--- src/rtl/axi_fifo_wr_slave.sv ---
// axi_fifo_wr_slave: AXI4-Lite slave front end for the write side of an
// asynchronous FIFO, entirely in the clk_axi domain.
//   0x0 DATA   (WO) full-strobe write pushes one FIFO word
//   0x4 STATUS (RO) {overflow_sticky, irq_empty, irq_full, fifo_empty, fifo_full}
//   0x8 CTRL   (WO) bit0/bit1 pulse the IRQ clears, bit2 clears overflow_sticky
//   0xC COUNT  (RW) accepted-push counter, any write clears it
// Optional build macro AXI_FIFO_WR_BACKPRESSURE_EN: a DATA push that meets a
// full FIFO waits in EXEC until space appears instead of failing with SLVERR.
module axi_fifo_wr_slave #(
  parameter int DATA_WIDTH  = 32,
  parameter int COUNT_WIDTH = 16
) (
  input  logic                  clk_axi,
  input  logic                  axi_resetn,
  input  logic [3:0]            awaddr,
  input  logic                  awvalid,
  output logic                  awready,
  input  logic [DATA_WIDTH-1:0] wdata,
  input  logic [3:0]            wstrb,
  input  logic                  wvalid,
  output logic                  wready,
  output logic [1:0]            bresp,
  output logic                  bvalid,
  input  logic                  bready,
  input  logic [3:0]            araddr,
  input  logic                  arvalid,
  output logic                  arready,
  output logic [DATA_WIDTH-1:0] rdata,
  output logic [1:0]            rresp,
  output logic                  rvalid,
  input  logic                  rready,
  output logic                  fifo_wr_en,
  output logic [DATA_WIDTH-1:0] fifo_wr_data,
  input  logic                  fifo_wr_full,
  input  logic                  fifo_wr_empty,
  input  logic                  irq_full,
  input  logic                  irq_empty,
  output logic                  irq_clear_full,
  output logic                  irq_clear_empty
);

  localparam logic [1:0] W_IDLE = 2'd0;
  localparam logic [1:0] W_EXEC = 2'd1;
  localparam logic [1:0] W_RESP = 2'd2;

  localparam logic R_IDLE = 1'b0;
  localparam logic R_DATA = 1'b1;

  localparam logic [1:0] REG_DATA   = 2'd0;
  localparam logic [1:0] REG_STATUS = 2'd1;
  localparam logic [1:0] REG_CTRL   = 2'd2;
  localparam logic [1:0] REG_COUNT  = 2'd3;

  localparam logic [1:0] RESP_OKAY   = 2'b00;
  localparam logic [1:0] RESP_SLVERR = 2'b10;

  // Write channel state
  logic [1:0]             wr_state_q, wr_state_d;
  logic                   awready_q, awready_d;
  logic                   wready_q, wready_d;
  logic [3:0]             awaddr_q, awaddr_d;
  logic [DATA_WIDTH-1:0]  wdata_q, wdata_d;
  logic [3:0]             wstrb_q, wstrb_d;
  logic [1:0]             bresp_q, bresp_d;
  logic [COUNT_WIDTH-1:0] count_q, count_d;
  logic                   overflow_q, overflow_d;

  // Read channel state
  logic                   rd_state_q, rd_state_d;
  logic [DATA_WIDTH-1:0]  rdata_q, rdata_d;
  logic [1:0]             rresp_q, rresp_d;

  logic aw_hs;
  logic w_hs;

  assign aw_hs = awvalid & awready_q;
  assign w_hs  = wvalid & wready_q;

  assign awready      = awready_q;
  assign wready       = wready_q;
  assign bvalid       = (wr_state_q == W_RESP);
  assign bresp        = bresp_q;
  assign fifo_wr_data = wdata_q;

  assign arready = (rd_state_q == R_IDLE);
  assign rvalid  = (rd_state_q == R_DATA);
  assign rdata   = rdata_q;
  assign rresp   = rresp_q;

  // Write FSM: independent AW/W capture, one-cycle EXEC action, then response
  always_comb begin
    // NOTE: every signal driven here gets a default first so no path can infer a latch.
    wr_state_d      = wr_state_q;
    awready_d       = awready_q;
    wready_d        = wready_q;
    awaddr_d        = awaddr_q;
    wdata_d         = wdata_q;
    wstrb_d         = wstrb_q;
    bresp_d         = bresp_q;
    count_d         = count_q;
    overflow_d      = overflow_q;
    fifo_wr_en      = 1'b0;
    irq_clear_full  = 1'b0;
    irq_clear_empty = 1'b0;

    case (wr_state_q)
      W_IDLE: begin
        if (aw_hs) begin
          awaddr_d  = awaddr;
          awready_d = 1'b0;
        end
        if (w_hs) begin
          wdata_d  = wdata;
          wstrb_d  = wstrb;
          wready_d = 1'b0;
        end
        // A dropped ready means that channel was captured in an earlier cycle.
        if ((aw_hs || !awready_q) && (w_hs || !wready_q)) begin
          wr_state_d = W_EXEC;
        end
      end

      W_EXEC: begin
        wr_state_d = W_RESP;
        bresp_d    = RESP_OKAY;
        if (awaddr_q[1:0] != 2'b00) begin
          bresp_d = RESP_SLVERR;
        end else begin
          case (awaddr_q[3:2])
            REG_DATA: begin
              if (wstrb_q != 4'hF) begin
                bresp_d = RESP_SLVERR;
              end else if (fifo_wr_full) begin
`ifdef AXI_FIFO_WR_BACKPRESSURE_EN
                // Hold the transfer (and bvalid) until the FIFO has room.
                wr_state_d = W_EXEC;
`else
                bresp_d    = RESP_SLVERR;
                overflow_d = 1'b1;
`endif
              end else begin
                fifo_wr_en = 1'b1;
                count_d    = count_q + 1'b1;
              end
            end
            REG_CTRL: begin
              if (wstrb_q[0]) begin
                irq_clear_full  = wdata_q[0];
                irq_clear_empty = wdata_q[1];
                if (wdata_q[2]) begin
                  overflow_d = 1'b0;
                end
              end
            end
            REG_COUNT: begin
              count_d = '0;
            end
            default: begin
              // STATUS is read-only: the write is accepted and ignored.
            end
          endcase
        end
      end

      W_RESP: begin
        if (bready) begin
          wr_state_d = W_IDLE;
          awready_d  = 1'b1;
          wready_d   = 1'b1;
        end
      end

      default: begin
        wr_state_d = W_IDLE;
        awready_d  = 1'b1;
        wready_d   = 1'b1;
      end
    endcase
  end

  // Write-side registers
  always_ff @(posedge clk_axi or negedge axi_resetn) begin
    if (!axi_resetn) begin
      wr_state_q <= W_IDLE;
      awready_q  <= 1'b1;
      wready_q   <= 1'b1;
      awaddr_q   <= '0;
      wdata_q    <= '0;
      wstrb_q    <= '0;
      bresp_q    <= RESP_OKAY;
      count_q    <= '0;
      overflow_q <= 1'b0;
    end else begin
      // NOTE: state uses non-blocking assignments so every register updates from pre-edge values.
      wr_state_q <= wr_state_d;
      awready_q  <= awready_d;
      wready_q   <= wready_d;
      awaddr_q   <= awaddr_d;
      wdata_q    <= wdata_d;
      wstrb_q    <= wstrb_d;
      bresp_q    <= bresp_d;
      count_q    <= count_d;
      overflow_q <= overflow_d;
    end
  end

  // Read FSM: capture the addressed register on the AR handshake, hold until rready
  always_comb begin
    rd_state_d = rd_state_q;
    rdata_d    = rdata_q;
    rresp_d    = rresp_q;

    case (rd_state_q)
      R_IDLE: begin
        if (arvalid) begin
          rd_state_d = R_DATA;
          rdata_d    = '0;
          rresp_d    = RESP_OKAY;
          if (araddr[1:0] != 2'b00) begin
            rresp_d = RESP_SLVERR;
          end else begin
            case (araddr[3:2])
              REG_STATUS: rdata_d[4:0] = {overflow_q, irq_empty, irq_full,
                                          fifo_wr_empty, fifo_wr_full};
              REG_COUNT:  rdata_d      = DATA_WIDTH'(count_q);
              default:    rdata_d      = '0;
            endcase
          end
        end
      end

      default: begin
        if (rready) begin
          rd_state_d = R_IDLE;
        end
      end
    endcase
  end

  // Read-side registers
  always_ff @(posedge clk_axi or negedge axi_resetn) begin
    if (!axi_resetn) begin
      rd_state_q <= R_IDLE;
      rdata_q    <= '0;
      rresp_q    <= RESP_OKAY;
    end else begin
      rd_state_q <= rd_state_d;
      rdata_q    <= rdata_d;
      rresp_q    <= rresp_d;
    end
  end

endmodule

--- config.mk ---
export PLATFORM = sky130hd
export DESIGN_NAME = axi_fifo_wr_slave
export DESIGN_NICKNAME = d
export VERILOG_FILES = /design/src/rtl/axi_fifo_wr_slave.sv
export SDC_FILE = /design/constraint.sdc
export NUM_CORES = 1
export LEC_CHECK = 0
export BUFFER_PORTS_ARGS = -buffer_cell sky130_fd_sc_hd__buf_2
export CAP_MARGIN = 20
export CORE_MARGIN = 3
export CORE_UTILIZATION = 48
export DETAILED_ROUTE_END_ITERATION = 7
export HOLD_SLACK_MARGIN = 0.08
export PLACE_DENSITY = 0.77
export RECOVER_POWER = 50
export SYNTH_ARGS = -nofsm -noshare
export SYNTH_HDL_FRONTEND = slang
export SYNTH_SLANG_ARGS = --single-unit
--- constraint.sdc ---
create_clock -name clk_axi -period 2.5 [get_ports clk_axi]
set_input_delay 0.75 -clock clk_axi [delete_from_list [all_inputs] [get_ports clk_axi]]
set_output_delay 0.75 -clock clk_axi [all_outputs]
set_load 0.01 [all_outputs]
==> flow_summary_export.csv, run 1 <==
group,metric,value,unit
timing,fmax,432.0,MHz
timing,max_slew_margin,0.06808,
floorplanning,ioPinCount,131,
floorplanning,start_util,0.5027,
run_status,status,"complete, no violations",
timing,tightestPinTransition,1.398,ns
final_layout,finish.utilization,0.6126,
global_route,antenna_found_initial,0,
yosys,synth-seq-area-share,0.5410,
final_layout,syn_to_final_growth,21.85,%
floorplanning,core_area,7370,µm²
pwr,totalPowerFinal,4.729,mW
setup_path,startpoint_type,"flop",
timing,finalMaxSlewViolations,0,
pwr,p_comb_frac,0.332,
place,gp_congestion,0.8502,
cts,post_cts_resized,0,
route,drt_pass1_iterations,4,
yosys,yosys-top-cells-area,"dfrtp_1, mux2_2, o31ai_1",
route,wl_per_cell,15.63,µm
pwr,p_int,3.136,mW
yosys,synth_top_area_cell,"dfrtp_1",
yosys,yosysUniqueCellTypes,36,
final_layout,layout_commonest_cell,"buf_2",
final_layout,final_cell_mix,"buf_2, dfrtp_1, mux2_2",
cts,clk_transition_reported_paths,0.08,ns
global_route,grt.met3_usage,0.04647,
timing,layout_setup_ws,0.1854,ns
pwr,p_switching,1.593,mW
setup_path,crit_fanout,8,
setup_path,cp.arrival,1.56,ns
min_path,worstHoldPathCells,2,
pwr,swShare,0.3370,
yosys,synth.cell_area,3705,µm²
timing,setup_viol,0,
pwr,vdd_ir_drop_max,0.6161,mV
setup_path,crit_buf_inv,1,
cts,root_buffer,"clkbuf_8",
flow_run,maxCapViolCount,0,
setup_path,cp.depth,4,
cts,cts_sinks,80,
final_layout,layout-drive-gt1-share,0.4079,
place,portBuffers,112,
cts,cts_tree,"built",
route,vias,2843,
yosys,synth-warning-count,0,
yosys,syn_area_per_cell,11.72,µm²
floorplanning,die_h,93.86,µm
place,place_ws,0.3358,ns
cts,htreeDepth,3,
route,vias_per_cell,5.384,
route,drt_iter0_markers,155,
timing,skew,0.01033,ns
timing,min_period,2.315,ns
pwr,power_leakage,2.203,nW
setup_path,crit_chain,"nor4b_4, nand2_1, nor3_1, buf_2",
cts,clock_latency,0.35,ns
route,ant_nets,0,
setup_path,cp.required,1.75,ns
final_layout,fin_nets,484,
cts,cts_setup_buffers,1,
yosys,synth_seq_cells,80,
timing,post-route-period-util,0.9259,
yosys,synth_top_area_frac,0.5268,
setup_path,cp_top_family,"simple AND/OR/NAND/NOR gates",
global_route,grt_util_met2,0.3306,
pwr,clkPwrFrac,0.248,
global_route,grt_usage,0.1972,
route,drc,0,
setup_path,crit_path_max_incr_delay,0.50,ns
pwr,pwr-share-seq,0.420,
cts,cts_buffers,9,
setup_path,criticalPathCategory,"reg -> out",
global_route,grt_max_degree,41,
floorplanning,die_area,8809,µm²
global_route,grt_pass1_wl,13.70,mm
global_route,grt_pass1_vias,2857,
setup_path,cp_slowest_cell,"dfrtp_1",
timing,tns,0,ns
floorplanning,die_x,93.86,µm
cts,cts_hold_buf,0,
place,hpwl,6.079,mm
global_route,busiest_layer,"met2",
min_path,hold_class,"reg -> reg",
pwr,p_per_area,1048,nW/µm²
global_route,grt_overflow,0,
final_layout,num_antenna_cells,0,
floorplanning,rows,31,
timing,hold_violations,0,
global_route,use_met1,0.2433,
route,wl,8.252,mm
setup_path,reg2reg_depth,4,
yosys,synthCells,316,
setup_path,endpoint_kind,"output pin",
timing,grt_setup_unrepaired,"false",
cts,cts_buffer_depth,2,
metrics by stage:
step / area, µm² / hold WS (ns) / instances
finish: 4514 / 0.4856 / 528
global route: 4514 / 0.5169 / 528
CTS: 4526 / 0.2966 / 528
detailed placement: 4270 / 0.4681 / 511
global placement: 4270 / 0.4593 / 511
floorplan: 3769 / 0.4544 / 333
path summary, 6_finish.rpt:
check / startpoint / end / slack, ns
max: wr_state_q[0]$_DFFE_PN0P_ / fifo_wr_en / 0.19
min: rdata[0]$_DFFE_PN0P_ / rdata[0]$_DFFE_PN0P_ / 0.49
max reg2reg: wr_state_q[0]$_DFFE_PN0P_ / count_q[10]$_DFFE_PN0P_ / 0.48
min reg2reg: rdata[0]$_DFFE_PN0P_ / rdata[0]$_DFFE_PN0P_ / 0.49
max in group asynchronous: axi_resetn / rdata[13]$_DFFE_PN0P_ / 0.67
min in group asynchronous: axi_resetn / rdata[12]$_DFFE_PN0P_ / 0.71
power groups by stage:
stage	sequential [mW]	combinational [mW]	clock [mW]
5_1_grt	2.04	1.74	1.25
4_1_cts	1.99	1.59	1.19
3_3_place_gp	1.98	1.53	0
6_report	1.98	1.57	1.17
3_5_place_dp	2.00	1.58	0
2_1_floorplan	2.10	0.911	0
synthesized netlist by cell type (all sizes together):
master / n
dfrtp: 78
mux2: 38
buf: 29
o31ai: 22
nand2: 18
o21ai: 14
nor2: 13
a22o: 11
clkbuf: 10
a21oi: 9
inv: 9
and3: 6
and4: 6
mux2i: 6
a31oi: 5
a41oi: 5
ha: 5
nand4: 5
nand3: 4
and2: 3
nand2b: 3
nor3: 3
dfstp: 2
nor4b: 2
o21a: 2
o41ai: 2
a21o: 1
and3b: 1
conb: 1
o221a: 1
o22ai: 1
or3: 1
flip-flops by register name (all words and copies together) (netlist names):
register,cells
wready,1
awready,1
wstrb_q,4
rvalid,1
rdata,16
overflow_q,1
bresp,1
rresp,1
wr_state_q,2
fifo_wr_data,32
count_q,16
awaddr_q,4
layout make-up:
class                      count  area, µm²
inverter                       9      33.78
fill                         637       2855
clock buffer                   9      123.9
tap                           99      123.9
timing repair buffer         119      616.8
multi-input combinational    205       1488
sequential                    80       2004
clock inverter                 7      123.9
cells by family (layout without fill, tap and decap cells):
kind of cell / count (synthesis) / count (layout) / synth area share
buf+inv: 48 / 144 / 0.07464
flops: 80 / 80 / 0.5410
simple gates: 65 / 65 / 0.09727
compound gates: 73 / 73 / 0.1375
mux: 44 / 44 / 0.1317
other cells: 1 / 18 / 0.001012
fa+ha+maj: 5 / 5 / 0.01689
metal layers:
| layer | part of all wire | up-vias |
|---|---|---|
| met3 | 0.065 | 19 |
| met5 | 0 | - |
| li1 | - | 1329 |
| met2 | 0.49 | 114 |
| met4 | 0.026 | 0 |
| met1 | 0.42 | 1381 |
worst register-to-register path: cells and delay by family, from the launching register on:
family                 cells  cell delay [ns]
DFF                        1             0.50
buffers and inverters      1             0.21
and+or+nand+nor            2             0.75
AOI/OAI and AO/OA          1             0.45
Power figures use the tool's default switching activity.
==> run 2, diff against run 1 <==
--- a/config.mk
+++ b/config.mk
@@ -5,13 +5,13 @@
 export SDC_FILE = /design/constraint.sdc
 export NUM_CORES = 1
 export LEC_CHECK = 0
+export ABC_AREA = 1
 export BUFFER_PORTS_ARGS = -buffer_cell sky130_fd_sc_hd__buf_2
 export CAP_MARGIN = 20
 export CORE_MARGIN = 3
-export CORE_UTILIZATION = 48
+export CORE_UTILIZATION = 23
 export DETAILED_ROUTE_END_ITERATION = 7
 export HOLD_SLACK_MARGIN = 0.08
-export PLACE_DENSITY = 0.77
 export RECOVER_POWER = 50
 export SYNTH_ARGS = -nofsm -noshare
 export SYNTH_HDL_FRONTEND = slang
==> run 2 against run 1 <==
Worst setup slack gained 0.086 ns. Register-to-register slack lost 0.07 ns. First-iteration DRC count shrank 10%. Die area grew 110%. Via count grew 4.4%. Total power grew 5.1%. Critical endpoint is now irq_clear_empty. Largest cell class unchanged. Largest power group unchanged.
==> flow_summary_export.csv, run 2 <==
group,metric,value,unit
run_status,status,"complete, no violations",
global_route,grt_pass1_vias,2972,
yosys,synthTopCellsByCount,"nand2_1, dfrtp_1, inv_1",
yosys,yosysUniqueCellTypes,33,
cts,htreeDepth,3,
cts,cts_setup_buffers,0,
timing,post-route-period-util,0.8916,
cts,root_buffer,"clkbuf_16",
setup_path,cp.arrival,1.48,ns
global_route,grt_pass1_wl,14.67,mm
final_layout,instances_no_fill,735,
floorplanning,rows,47,
route,wl_met1,4.405,mm
route,ant_nets,0,
cts,clk_transition_reported_paths,0.06,ns
global_route,grt_usage,0.1001,
timing,hold_violations,0,
pwr,totalPowerFinal,4.969,mW
min_path,hold_class,"reg -> reg",
setup_path,critPathLaunch,"awaddr_q[2]$_DFFE_PN0P_",
place,gp_congestion,0.8111,
timing,grt_setup_unrepaired,"false",
yosys,yosysMostFrequentCell,"nand2_1",
route,drt_pass1_iterations,4,
timing,hold_ws,0.4885,ns
final_layout,fin_nets,570,
yosys,syn_area_per_cell,10.09,µm²
place,dp_cells,719,
setup_path,crit_end,"irq_clear_empty",
timing,tightestPinTransition,1.013,ns
yosys,synth.cell_area,3924,µm²
yosys,async_reset_ff_frac,1.000,
yosys,synth-edff-count,0,
setup_path,crit_fanout,4,
yosys,yosys-top-cells-area,"dfrtp_1, mux2_4, nand2_1",
yosys,synth-warning-count,0,
final_layout,layout_commonest_cell,"buf_2",
timing,min_period,2.229,ns
yosys,synth-seq-area-share,0.5108,
flow_run,maxCapViolCount,0,
final_layout,largest_reg_flops,32,
route,route.met2.wl,3.731,mm
cts,cts_buffer_depth,2,
setup_path,endpoint_kind,"output pin",
timing,max_slew_margin,0.3246,
place,hpwl,6.820,mm
final_layout,finish.utilization,0.2968,
route,vias_per_cell,4.039,
min_path,hold_path_startpoint,"overflow_q$_DFFE_PN0P_",
route,drc,0,
yosys,synthFlopType,"dfrtp_1",
place,portBuffers,112,
pwr,power_leakage,2.496,nW
route,top_layer,"met4",
floorplanning,start_util,0.2358,
yosys,synth_top_area_frac,0.4974,
timing,setup_viol,0,
setup_path,cp.required,1.75,ns
route,drt_iter0_markers,139,
route,met3_length,663,µm
cts,clock_latency,0.33,ns
floorplanning,die_x,136.6,µm
setup_path,reg2reg_depth,4,
yosys,synth_top_area_cell,"dfrtp_1",
cts,cts_tree,"built",
floorplanning,core_area,16640,µm²
timing,skew,0.004765,ns
setup_path,criticalPathCategory,"reg -> out",
final_layout,num_antenna_cells,0,
route,vias,2969,
yosys,synth_seq_cells,80,
route,wl_per_cell,12.17,µm
timing,fmax,448.7,MHz
yosys,synthCells,389,
pwr,vdd_ir_drop_max,0.4356,mV
final_layout,syn_to_final_growth,25.89,%
route,wl,8.943,mm
floorplanning,ioPinCount,131,
pwr,p_per_area,1006,nW/µm²
timing,tns,0,ns
cts,post_cts_resized,0,
timing,finalMaxSlewViolations,0,
cts,cts_buffers,9,
global_route,grt_overflow,0,
cts,cts_sinks,80,
final_layout,final_cell_mix,"buf_2, nand2_1, dfrtp_1",
setup_path,rr_startpoint,"wr_state_q[0]$_DFFE_PN0P_",
final_layout,layout-drive-gt1-share,0.3301,
floorplanning,die_area,18660,µm²
global_route,grt_max_degree,40,
setup_path,r2r_setup_slack,0.41,ns
global_route,antenna_found_initial,0,
setup_path,r2r-end,"fifo_wr_data[18]$_DFFE_PN0P_",
setup_path,startpoint_type,"flop",
floorplanning,die_h,136.6,µm
cts,cts_hold_buf,0,
-- run 2: cell types whose count changed in the layout (fill, tap and decap cells not counted), moves of 8 or more --
cell / before / now
nor2_1: 13 / 33
clkbuf_16: 0 / 9
o31ai_1: 22 / 0
nand2_1: 18 / 82
nand3_1: 4 / 25
mux2_2: 38 / 6
inv_1: 9 / 34
mux2_4: 0 / 22
mux2_1: 0 / 8
clkbuf_8: 9 / 1
a22o_1: 11 / 0
-- run 2: layout make-up --
cell class,instances,area (µm²)
timing repair buffer,118,604.3
sequential,80,2004
inverter,37,138.9
clock inverter,3,65.06
fill,1800,11700
clock buffer,13,250.2
tap,220,275.3
multi-input combinational,264,1602
-- run 2: critical path: stages, from the launching register on --
cell     delay, ns
dfrtp_1       0.38
inv_1         0.12
ha_1          0.20
nand2_1       0.09
nor3b_1       0.19
buf_2         0.16
-- run 2: worst min-delay path by stage --
stage / slack [ns] / depth (start not counted) / to
after floorplan: 0.44 / 2 / overflow_q$_DFFE_PN0P_
after global placement: 0.46 / 2 / overflow_q$_DFFE_PN0P_
after detailed placement: 0.48 / 2 / overflow_q$_DFFE_PN0P_
after CTS: 0.40 / 1 / rdata[3]$_DFFE_PN0P_
after global routing: 0.51 / 2 / rdata[5]$_DFFE_PN0P_
final: 0.49 / 2 / overflow_q$_DFFE_PN0P_
-- run 2: cell families after synthesis --
group / Yosys count / synth area share
AOI/OAI and AO/OA: 40 / 0.05612
xor gates and xnor gates: 3 / 0.006698
adders and majority gates: 5 / 0.01594
buffers and inverters: 62 / 0.08450
DFF: 80 / 0.5108
muxes: 36 / 0.1320
other: 1 / 0.0009557
and+or+nand+nor: 162 / 0.1929
-- run 2: where the power goes --
part / switching (mW) / total [mW] / internal, mW
registers: 0.245 / 1.96 / 1.71
clock network: 0.506 / 1.41 / 0.901
logic: 0.797 / 1.61 / 0.808
-- run 2: per-layer routing --
metal | global-route usage | up-vias
met4 | 0.04255 | 0
met1 | 0.1390 | 1375
li1 | - | 1485
met5 | 0 | -
met3 | 0.03125 | 10
met2 | 0.1432 | 99
-- run 2: metrics by stage --
step	area, µm²	setup slack, ns
after global placement	4703	0.4913
after detailed placement	4703	0.5136
after global routing	4940	0.1100
final	4940	0.2711
after floorplan	3988	0.7004
after CTS	5019	0.2307
